==> src/rtl/id_ex_stage_pkg.sv <==
// Shared pipeline encodings: ALU opcodes, result-source selects and
// operand-forwarding selects used by the decode/execute boundary.
package rv_pipe_pkg;

   // ALU opcodes carried from decode into execute.
   localparam logic [2:0] ALU_ADD = 3'b000;
   localparam logic [2:0] ALU_SUB = 3'b001;
   localparam logic [2:0] ALU_AND = 3'b010;
   localparam logic [2:0] ALU_OR  = 3'b011;
   localparam logic [2:0] ALU_SLT = 3'b100;
   localparam logic [2:0] ALU_XOR = 3'b101;

   // Source of the value written back to the register file.
   localparam logic [1:0] RES_ALU = 2'b00;
   localparam logic [1:0] RES_MEM = 2'b01;
   localparam logic [1:0] RES_PC4 = 2'b10;

   // Where an execute-stage operand is taken from.
   typedef enum logic [1:0] {
      FWD_RF  = 2'b00,
      FWD_WB  = 2'b01,
      FWD_MEM = 2'b10
   } fwd_sel_t;

   // True when the instruction's result comes from data memory (a load).
   function automatic logic is_load(input logic [1:0] result_src);
      return (result_src == RES_MEM);
   endfunction

endpackage

==> src/rtl/id_ex_stage_if.sv <==
// Bundle of decode-side inputs, MEM/WB forwarding buses and execute-side
// outputs around the ID/EX pipeline register.
interface id_ex_stage_if #(
   parameter int XLEN = 32,
   parameter int REGW = 5
);
   // pipeline control
   logic            stall;
   logic            flush;
   // decode stage
   logic            validD;
   logic [XLEN-1:0] RD1D, RD2D, ImmExtD, PCD, PCPlus4D;
   logic [REGW-1:0] Rs1D, Rs2D, RdD;
   logic [2:0]      ALUControlD;
   logic            ALUSrcD, RegWriteD, MemWriteD, JumpD, BranchD;
   logic [1:0]      ResultSrcD;
   // forwarding buses
   logic [XLEN-1:0] ALUResultM, ResultW;
   logic [REGW-1:0] RdM, RdW;
   logic            RegWriteM, RegWriteW;
   // execute stage
   logic [XLEN-1:0] SrcAE, SrcBE, WriteDataE, ImmExtE, PCE, PCPlus4E;
   logic [2:0]      ALUControlE;
   logic [REGW-1:0] RdE;
   logic            RegWriteE, MemWriteE, JumpE, BranchE, validE;
   logic [1:0]      ResultSrcE;
   logic            LoadUse;

   modport master (
      output stall, flush, validD, RD1D, RD2D, ImmExtD, PCD, PCPlus4D,
             Rs1D, Rs2D, RdD, ALUControlD, ALUSrcD, RegWriteD, MemWriteD,
             JumpD, BranchD, ResultSrcD, ALUResultM, ResultW, RdM, RdW,
             RegWriteM, RegWriteW,
      input  SrcAE, SrcBE, WriteDataE, ImmExtE, PCE, PCPlus4E, ALUControlE,
             RdE, RegWriteE, MemWriteE, JumpE, BranchE, validE, ResultSrcE,
             LoadUse
   );

   modport slave (
      input  stall, flush, validD, RD1D, RD2D, ImmExtD, PCD, PCPlus4D,
             Rs1D, Rs2D, RdD, ALUControlD, ALUSrcD, RegWriteD, MemWriteD,
             JumpD, BranchD, ResultSrcD, ALUResultM, ResultW, RdM, RdW,
             RegWriteM, RegWriteW,
      output SrcAE, SrcBE, WriteDataE, ImmExtE, PCE, PCPlus4E, ALUControlE,
             RdE, RegWriteE, MemWriteE, JumpE, BranchE, validE, ResultSrcE,
             LoadUse
   );
endinterface

==> src/rtl/id_ex_stage_forward_unit.sv <==
// Operand-forwarding select logic. Purely combinational so it can also
// serve the branch comparator. MEM beats WB; x0 is never forwarded.
module forward_unit
   import rv_pipe_pkg::*;
#(
   parameter int REGW = 5
) (
   input  logic [REGW-1:0] Rs1E,
   input  logic [REGW-1:0] Rs2E,
   input  logic [REGW-1:0] RdM,
   input  logic [REGW-1:0] RdW,
   input  logic            RegWriteM,
   input  logic            RegWriteW,
   output fwd_sel_t        ForwardAE,
   output fwd_sel_t        ForwardBE
);

   // Pick the youngest in-flight producer of register rs, if any.
   function automatic fwd_sel_t pick(input logic [REGW-1:0] rs,
                                     input logic [REGW-1:0] rd_m,
                                     input logic [REGW-1:0] rd_w,
                                     input logic            wr_m,
                                     input logic            wr_w);
      fwd_sel_t sel;
      if (wr_m && (rd_m != {REGW{1'b0}}) && (rd_m == rs)) begin
         sel = FWD_MEM;
      end else if (wr_w && (rd_w != {REGW{1'b0}}) && (rd_w == rs)) begin
         sel = FWD_WB;
      end else begin
         sel = FWD_RF;
      end
      return sel;
   endfunction

   // Independent select for each execute operand.
   always_comb begin
      ForwardAE = pick(Rs1E, RdM, RdW, RegWriteM, RegWriteW);
      ForwardBE = pick(Rs2E, RdM, RdW, RegWriteM, RegWriteW);
   end

endmodule

==> src/rtl/id_ex_stage.sv <==
// ID/EX pipeline register with operand forwarding into the ALU and
// load-use hazard detection toward the hazard unit.
module id_ex_stage
   import rv_pipe_pkg::*;
#(
   parameter int XLEN = 32,
   parameter int REGW = 5
) (
   input  logic          clk,
   input  logic          rst,
   id_ex_stage_if.slave  bus
);

   logic [XLEN-1:0] rd1_r, rd2_r, imm_r, pc_r, pc4_r;
   logic [REGW-1:0] rs1_r, rs2_r, rd_r;
   logic [2:0]      alu_ctrl_r;
   logic [1:0]      result_src_r;
   logic            alu_src_r, reg_write_r, mem_write_r, jump_r, branch_r;
   logic            valid_r;

   fwd_sel_t        fwd_a_sel_s, fwd_b_sel_s;
   logic [XLEN-1:0] fwd_a_s, fwd_b_s, src_b_s;
   logic            load_use_s;

   // Select one of register file / WB result / MEM result.
   function automatic logic [XLEN-1:0] fwd_mux(input fwd_sel_t        sel,
                                                input logic [XLEN-1:0] rf,
                                                input logic [XLEN-1:0] wb,
                                                input logic [XLEN-1:0] mem);
      logic [XLEN-1:0] v;
      case (sel)
         FWD_MEM: v = mem;
         FWD_WB:  v = wb;
         FWD_RF:  v = rf;
         default: v = rf;
      endcase
      return v;
   endfunction

   // E register update: reset/flush insert a bubble, stall freezes, else capture D.
   always_ff @(posedge clk) begin
      if (rst || bus.flush) begin
         rd1_r        <= {XLEN{1'b0}};
         rd2_r        <= {XLEN{1'b0}};
         imm_r        <= {XLEN{1'b0}};
         pc_r         <= {XLEN{1'b0}};
         pc4_r        <= {XLEN{1'b0}};
         rs1_r        <= {REGW{1'b0}};
         rs2_r        <= {REGW{1'b0}};
         rd_r         <= {REGW{1'b0}};
         alu_ctrl_r   <= ALU_ADD;
         result_src_r <= RES_ALU;
         alu_src_r    <= 1'b0;
         reg_write_r  <= 1'b0;
         mem_write_r  <= 1'b0;
         jump_r       <= 1'b0;
         branch_r     <= 1'b0;
         valid_r      <= 1'b0;
      end else if (bus.stall) begin
         rd1_r        <= rd1_r;
         rd2_r        <= rd2_r;
         imm_r        <= imm_r;
         pc_r         <= pc_r;
         pc4_r        <= pc4_r;
         rs1_r        <= rs1_r;
         rs2_r        <= rs2_r;
         rd_r         <= rd_r;
         alu_ctrl_r   <= alu_ctrl_r;
         result_src_r <= result_src_r;
         alu_src_r    <= alu_src_r;
         reg_write_r  <= reg_write_r;
         mem_write_r  <= mem_write_r;
         jump_r       <= jump_r;
         branch_r     <= branch_r;
         valid_r      <= valid_r;
      end else begin
         rd1_r        <= bus.RD1D;
         rd2_r        <= bus.RD2D;
         imm_r        <= bus.ImmExtD;
         pc_r         <= bus.PCD;
         pc4_r        <= bus.PCPlus4D;
         rs1_r        <= bus.Rs1D;
         rs2_r        <= bus.Rs2D;
         rd_r         <= bus.RdD;
         alu_ctrl_r   <= bus.ALUControlD;
         result_src_r <= bus.ResultSrcD;
         alu_src_r    <= bus.ALUSrcD;
         // an empty decode slot must not commit side effects
         reg_write_r  <= bus.RegWriteD & bus.validD;
         mem_write_r  <= bus.MemWriteD & bus.validD;
         jump_r       <= bus.JumpD & bus.validD;
         branch_r     <= bus.BranchD & bus.validD;
         valid_r      <= bus.validD;
      end
   end

   forward_unit #(.REGW(REGW)) u_fwd (
      .Rs1E      (rs1_r),
      .Rs2E      (rs2_r),
      .RdM       (bus.RdM),
      .RdW       (bus.RdW),
      .RegWriteM (bus.RegWriteM),
      .RegWriteW (bus.RegWriteW),
      .ForwardAE (fwd_a_sel_s),
      .ForwardBE (fwd_b_sel_s)
   );

   // Resolve operands in the same cycle from registered values and M/W buses.
   always_comb begin
      fwd_a_s = fwd_mux(fwd_a_sel_s, rd1_r, bus.ResultW, bus.ALUResultM);
      fwd_b_s = fwd_mux(fwd_b_sel_s, rd2_r, bus.ResultW, bus.ALUResultM);
      if (alu_src_r) begin
         src_b_s = imm_r;
      end else begin
         src_b_s = fwd_b_s;
      end
   end

   // A load in E whose destination is read by the instruction in D.
   always_comb begin
      load_use_s = 1'b0;
      if (valid_r && is_load(result_src_r) && (rd_r != {REGW{1'b0}}) &&
          ((rd_r == bus.Rs1D) || (rd_r == bus.Rs2D))) begin
         load_use_s = 1'b1;
      end else begin
         load_use_s = 1'b0;
      end
   end

   assign bus.SrcAE       = fwd_a_s;
   assign bus.SrcBE       = src_b_s;
   assign bus.WriteDataE  = fwd_b_s;
   assign bus.ImmExtE     = imm_r;
   assign bus.PCE         = pc_r;
   assign bus.PCPlus4E    = pc4_r;
   assign bus.ALUControlE = alu_ctrl_r;
   assign bus.RdE         = rd_r;
   assign bus.RegWriteE   = reg_write_r;
   assign bus.MemWriteE   = mem_write_r;
   assign bus.JumpE       = jump_r;
   assign bus.BranchE     = branch_r;
   assign bus.validE      = valid_r;
   assign bus.ResultSrcE  = result_src_r;
   assign bus.LoadUse     = load_use_s;

endmodule
==> src/flat_wrapper.sv <==
// flat-port wrapper written by rule: the top's interface ports become plain ports
module id_ex_stage_flat import rv_pipe_pkg::*;
#(
   parameter int XLEN = 32,
   parameter int REGW = 5
)
  (clk, rst, bus_stall, bus_flush, bus_validD, bus_RD1D, bus_RD2D, bus_ImmExtD, bus_PCD, bus_PCPlus4D, bus_Rs1D, bus_Rs2D, bus_RdD, bus_ALUControlD, bus_ALUSrcD, bus_RegWriteD, bus_MemWriteD, bus_JumpD, bus_BranchD, bus_ResultSrcD, bus_ALUResultM, bus_ResultW, bus_RdM, bus_RdW, bus_RegWriteM, bus_RegWriteW, bus_SrcAE, bus_SrcBE, bus_WriteDataE, bus_ImmExtE, bus_PCE, bus_PCPlus4E, bus_ALUControlE, bus_RdE, bus_RegWriteE, bus_MemWriteE, bus_JumpE, bus_BranchE, bus_validE, bus_ResultSrcE, bus_LoadUse);
  id_ex_stage_if #(.XLEN(XLEN), .REGW(REGW)) bus_i ();
  input  logic clk;
  input  logic rst;
  input wire logic [$bits(bus_i.stall)-1:0] bus_stall;
  input wire logic [$bits(bus_i.flush)-1:0] bus_flush;
  input wire logic [$bits(bus_i.validD)-1:0] bus_validD;
  input wire logic [$bits(bus_i.RD1D)-1:0] bus_RD1D;
  input wire logic [$bits(bus_i.RD2D)-1:0] bus_RD2D;
  input wire logic [$bits(bus_i.ImmExtD)-1:0] bus_ImmExtD;
  input wire logic [$bits(bus_i.PCD)-1:0] bus_PCD;
  input wire logic [$bits(bus_i.PCPlus4D)-1:0] bus_PCPlus4D;
  input wire logic [$bits(bus_i.Rs1D)-1:0] bus_Rs1D;
  input wire logic [$bits(bus_i.Rs2D)-1:0] bus_Rs2D;
  input wire logic [$bits(bus_i.RdD)-1:0] bus_RdD;
  input wire logic [$bits(bus_i.ALUControlD)-1:0] bus_ALUControlD;
  input wire logic [$bits(bus_i.ALUSrcD)-1:0] bus_ALUSrcD;
  input wire logic [$bits(bus_i.RegWriteD)-1:0] bus_RegWriteD;
  input wire logic [$bits(bus_i.MemWriteD)-1:0] bus_MemWriteD;
  input wire logic [$bits(bus_i.JumpD)-1:0] bus_JumpD;
  input wire logic [$bits(bus_i.BranchD)-1:0] bus_BranchD;
  input wire logic [$bits(bus_i.ResultSrcD)-1:0] bus_ResultSrcD;
  input wire logic [$bits(bus_i.ALUResultM)-1:0] bus_ALUResultM;
  input wire logic [$bits(bus_i.ResultW)-1:0] bus_ResultW;
  input wire logic [$bits(bus_i.RdM)-1:0] bus_RdM;
  input wire logic [$bits(bus_i.RdW)-1:0] bus_RdW;
  input wire logic [$bits(bus_i.RegWriteM)-1:0] bus_RegWriteM;
  input wire logic [$bits(bus_i.RegWriteW)-1:0] bus_RegWriteW;
  output wire logic [$bits(bus_i.SrcAE)-1:0] bus_SrcAE;
  output wire logic [$bits(bus_i.SrcBE)-1:0] bus_SrcBE;
  output wire logic [$bits(bus_i.WriteDataE)-1:0] bus_WriteDataE;
  output wire logic [$bits(bus_i.ImmExtE)-1:0] bus_ImmExtE;
  output wire logic [$bits(bus_i.PCE)-1:0] bus_PCE;
  output wire logic [$bits(bus_i.PCPlus4E)-1:0] bus_PCPlus4E;
  output wire logic [$bits(bus_i.ALUControlE)-1:0] bus_ALUControlE;
  output wire logic [$bits(bus_i.RdE)-1:0] bus_RdE;
  output wire logic [$bits(bus_i.RegWriteE)-1:0] bus_RegWriteE;
  output wire logic [$bits(bus_i.MemWriteE)-1:0] bus_MemWriteE;
  output wire logic [$bits(bus_i.JumpE)-1:0] bus_JumpE;
  output wire logic [$bits(bus_i.BranchE)-1:0] bus_BranchE;
  output wire logic [$bits(bus_i.validE)-1:0] bus_validE;
  output wire logic [$bits(bus_i.ResultSrcE)-1:0] bus_ResultSrcE;
  output wire logic [$bits(bus_i.LoadUse)-1:0] bus_LoadUse;
  assign bus_i.stall = bus_stall;
  assign bus_i.flush = bus_flush;
  assign bus_i.validD = bus_validD;
  assign bus_i.RD1D = bus_RD1D;
  assign bus_i.RD2D = bus_RD2D;
  assign bus_i.ImmExtD = bus_ImmExtD;
  assign bus_i.PCD = bus_PCD;
  assign bus_i.PCPlus4D = bus_PCPlus4D;
  assign bus_i.Rs1D = bus_Rs1D;
  assign bus_i.Rs2D = bus_Rs2D;
  assign bus_i.RdD = bus_RdD;
  assign bus_i.ALUControlD = bus_ALUControlD;
  assign bus_i.ALUSrcD = bus_ALUSrcD;
  assign bus_i.RegWriteD = bus_RegWriteD;
  assign bus_i.MemWriteD = bus_MemWriteD;
  assign bus_i.JumpD = bus_JumpD;
  assign bus_i.BranchD = bus_BranchD;
  assign bus_i.ResultSrcD = bus_ResultSrcD;
  assign bus_i.ALUResultM = bus_ALUResultM;
  assign bus_i.ResultW = bus_ResultW;
  assign bus_i.RdM = bus_RdM;
  assign bus_i.RdW = bus_RdW;
  assign bus_i.RegWriteM = bus_RegWriteM;
  assign bus_i.RegWriteW = bus_RegWriteW;
  assign bus_SrcAE = bus_i.SrcAE;
  assign bus_SrcBE = bus_i.SrcBE;
  assign bus_WriteDataE = bus_i.WriteDataE;
  assign bus_ImmExtE = bus_i.ImmExtE;
  assign bus_PCE = bus_i.PCE;
  assign bus_PCPlus4E = bus_i.PCPlus4E;
  assign bus_ALUControlE = bus_i.ALUControlE;
  assign bus_RdE = bus_i.RdE;
  assign bus_RegWriteE = bus_i.RegWriteE;
  assign bus_MemWriteE = bus_i.MemWriteE;
  assign bus_JumpE = bus_i.JumpE;
  assign bus_BranchE = bus_i.BranchE;
  assign bus_validE = bus_i.validE;
  assign bus_ResultSrcE = bus_i.ResultSrcE;
  assign bus_LoadUse = bus_i.LoadUse;
  id_ex_stage #(.XLEN(XLEN), .REGW(REGW)) u_core (.clk(clk), .rst(rst), .bus(bus_i));
endmodule
==> config.mk <==
export PLATFORM = sky130hd
export DESIGN_NAME = id_ex_stage_flat
export DESIGN_NICKNAME = d
export VERILOG_FILES = /design/src/rtl/id_ex_stage_pkg.sv /design/src/rtl/id_ex_stage_if.sv /design/src/rtl/id_ex_stage_forward_unit.sv /design/src/rtl/id_ex_stage.sv /design/src/flat_wrapper.sv
export SDC_FILE = /design/constraint.sdc
export NUM_CORES = 1
export LEC_CHECK = 0
export BUFFER_PORTS_ARGS = -buffer_cell sky130_fd_sc_hd__buf_2
export CORE_AREA = 2 2 185 187
export DETAILED_ROUTE_END_ITERATION = 8
export DIE_AREA = 0 0 187 189
export GPL_TIMING_DRIVEN = 0
export HOLD_SLACK_MARGIN = 0.12
export RECOVER_POWER = 50
export SLEW_MARGIN = 20
export SYNTH_ARGS = -nofsm -noshare
export SYNTH_HDL_FRONTEND = slang
export SYNTH_SLANG_ARGS = --single-unit
export TNS_END_PERCENT = 30
==> constraint.sdc <==
create_clock -name clk -period 1.7 [get_ports clk]
set_clock_uncertainty 0.05 [all_clocks]
set_input_delay 0.085 -clock clk [delete_from_list [all_inputs] [get_ports clk]]
set_output_delay 0.085 -clock clk [all_outputs]
set_load 0.01 [all_outputs]
==> summary.md <==
| Metric | Value |
|---|---|
| CP cell instances | xnor2_2 > nand4_1 > buf_6 > or2_4 > buf_12 > buf_12 > a31oi_4 > mux2_4 > buf_6 |
| DR vias/cell | 4.74 |
| Fin cells | 2,120 |
| Final hold vios | 0 |
| Area after DPL | 12,200 µm² |
| Sequential cell area | 3750 µm² |
| Number of DRC markers in iteration 0 | 414 |
| CP endpoint kind | output port |
| Most frequent cells in the layout | buf_2 (333), mux2i_1 (201), nor2_1 (193), dlygate4sd3_1 (186), dfxtp_1 (174) |
| Final core occ | 49.2% |
| Delay-heaviest family, CP | buffers and inverters |
| Post-Syn Area | 9180 µm² |
| Clock-pin slew on the worst setup and hold paths | 0.07 ns |
| Initial antenna violation count | 2 |
| Slew @ Worst Pin | 0.914 ns |
| Path type of the worst setup path | reg2out |
| Synth cell types | 32 |
| Max VDD drop | 0.661 mV |
| HP Class | in2reg |
| Yosys reg bits | 186 |
| Synth warn | 0 |
| CTS tree | yes |
| Final period utilization | 146% |
| Routed vias | 10,058 |
| Leakage | 7.09 nW |
| Slowest-stage cell, CP | dfxtp_4 |
| Critical Path Start Type | flip-flop |
| DRT Wirelength | 42,500 µm |
| Ports | 474 |
| Seq/Total Area, Yosys | 40.6% |
| Largest net degree at the start of global routing | 17 |
| Vias in the first global route | 10,621 |
| Die Span Y | 189 µm |
| Core area | 33,300 µm² |
| CP bufs+invs | 4 |
| Port-buffer cells | 472 |
| Wire per inst | 20.1 µm |
| Worst slew margin | 39.1% |
| Final setup margin | -0.778 ns |
| Clock Tree Root | clkbuf_16 |
| Crit-path max FO | 7 |
| H-tree levels | 4 |
| Unrepaired setup endpoints after global routing | true |
| Fmax | 0.404 GHz |
| DRC | 0 |
| Failing checks | negative setup slack |
| Pwr dens | 687 nW/µm² |
| Global route overflow | 0 |
| Fill count | 3,063 |
| Clock Tree Buf Depth | 2 |
| First-pass GRT wire length | 62,400 µm |
| DR pass1 iterations | 5 |
| Critical Path Max Stage Delay | 0.36 ns |
| Die Wd | 187 µm |
| Initial Util | 27.6% |
| Multi-input combinational cell area | 6060 µm² |
| CP required | 1.56 ns |
| Hold WS | 0.272 ns |
| Tmin final | 2.48 ns |
| Placed cells | 1,868 |
| Max Cap Viol | 0 |
| Status | finished with violations |
| CTS Sinks | 186 |
| DP Wirelength | 30,500 µm |
| Gpl congestion | 0.864 |
| Total clock buffers created by CTS | 17 |
| Row cnt | 67 |
| Post-route ant nets | 0 |
| Clk Latency, worst-skew pair | 0.44 ns |
| Synth Net Count | 1,214 |
| Syn_area_per_cell | 9.68 µm² |
| Commonest non-fill, non-tap cell in the layout | buf_2 |
| Synthesized instance count | 948 |
| P&R area growth vs syn | 78.6% |
| NumNets Final | 1,924 |
| Final Cell Area | 16,400 µm² |
| Final Slew Violations | 0 |
| Share of layout cells above drive strength 1 | 41.5% |
| Final setup viols | 106 |
| Setup_tns | -66.02 ns |
| CP arrival | 2.34 ns |
| GRT Total Usage | 23.2% |
| Die area | 35,300 µm² |
## synthesized netlist by cell type
cell type	count	area, µm²
nor3_1	35	175
o21ai_0	1	5.00
or2_1	1	6.26
nor4_2	1	12.5
or4_1	2	15.0
o211ai_4	1	21.3
or4_4	1	11.3
o211ai_2	1	12.5
dfxtp_1	186	3720
mux2_2	32	360
buf_6	1	11.3
xor2_1	9	78.8
a2111oi_0	1	8.76
a22oi_1	4	30.0
a31oi_4	30	638
nand3_1	34	170
buf_2	11	55.1
xnor2_1	21	184
nand2_1	1	3.75
a31oi_1	3	18.8
buf_1	23	86.3
o211a_1	1	10.0
a21oi_1	33	165
nor2b_1	1	6.26
clkbuf_1	41	154
mux2i_1	213	2130
nand4_1	3	18.8
and4_1	1	8.76
o21ai_1	32	160
nor2_1	220	826
or2_2	1	6.26
buf_12	3	60.1
## per-layer routing
layer / up-vias / track usage, % / wire length [µm]
li1: 4739 / - / -
met1: 4794 / 25.7 / 16500
met2: 451 / 43.2 / 22200
met3: 72 / 5.25 / 2520
met4: 2 / 8.76 / 1340
met5: - / 0 / 13
## area by class of cell
class	count	share of cell area, %
antenna	1	0.0153
buffer	77	3.96
clock buffer	20	2.79
clock inverter	12	0.840
multi-input combinational	683	37.0
sequential	186	22.9
tap	448	3.42
timing repair buffer	693	29.1
## sequential cells by signal, indices dropped and copies added, names as in the netlist
signal                  flops
u_core.bus.ImmExtE         32
u_core.bus.PCE             32
u_core.bus.PCPlus4E        32
u_core.rd1_r               32
u_core.rd2_r               32
u_core.bus.RdE              5
u_core.rs1_r                5
u_core.rs2_r                5
u_core.bus.ALUControlE      3
u_core.bus.ResultSrcE       2
u_core.alu_src_r            1
u_core.bus.BranchE          1
u_core.bus.JumpE            1
u_core.bus.MemWriteE        1
u_core.bus.RegWriteE        1
u_core.bus.validE           1
## stage by stage
step	setup WS [ns]	total power [mW]
detailed placement	-1.04	6.48
floorplan	-0.100	5.61
CTS	-0.801	11.3
global placement	-1.18	6.46
global route	-0.888	11.8
finish	-0.778	11.3
## cells by family after synthesis
kind of cell              count (synthesis)  synth area share [%]
and+or+nand+nor                         301                  13.7
buffers and inverters                    79                  4.00
muxes                                   245                  27.2
AOI/OAI and AO/OA                       107                  11.7
DFF                                     186                  40.6
xor gates and xnor gates                 30                  2.86
## worst register-to-register path: stages, from the launching register on
cell      delay, ns
dfxtp_1        0.31
clkbuf_1       0.34
buf_2          0.42
mux2i_1        0.13
nor2_1         0.11
## worst paths after layout
check / to / from / slack [ns] / depth (start not counted)
setup / recovery: bus_SrcBE[27] / u_core.rs2_r[0]$_SDFFE_PP0N_ / -0.78 / 9
hold / removal: u_core.bus.validE$_SDFFE_PP0N_ / bus_stall / 0.27 / 4
setup reg to reg: u_core.alu_src_r$_SDFFE_PP0N_ / u_core.alu_src_r$_SDFFE_PP0N_ / 0.28 / 4
hold reg to reg: u_core.rd1_r[2]$_SDFFE_PP0N_ / u_core.rd1_r[2]$_SDFFE_PP0N_ / 0.45 / 2
## where the power goes
| part | internal [mW] | total (mW) | leakage (nW) | switching (mW) |
|---|---|---|---|---|
| Clock | 2.27 | 4.16 | 0.293 | 1.89 |
| Combinational | 1.28 | 2.49 | 5.28 | 1.22 |
| Sequential | 4.49 | 4.60 | 1.52 | 0.110 |
| Total | 8.04 | 11.3 | 7.09 | 3.22 |
## what timing repair did
item                       in CTS  in global routing
pin swaps                      38                 25
setup buffers                  26                  5
setup endpoints to repair     201                123
hold buffers                  186                  0
gates resized for setup       239                129
gates cloned                    4                  3
hold endpoints to repair      186                  0
No activity file was read; power rests on OpenSTA's default activity.
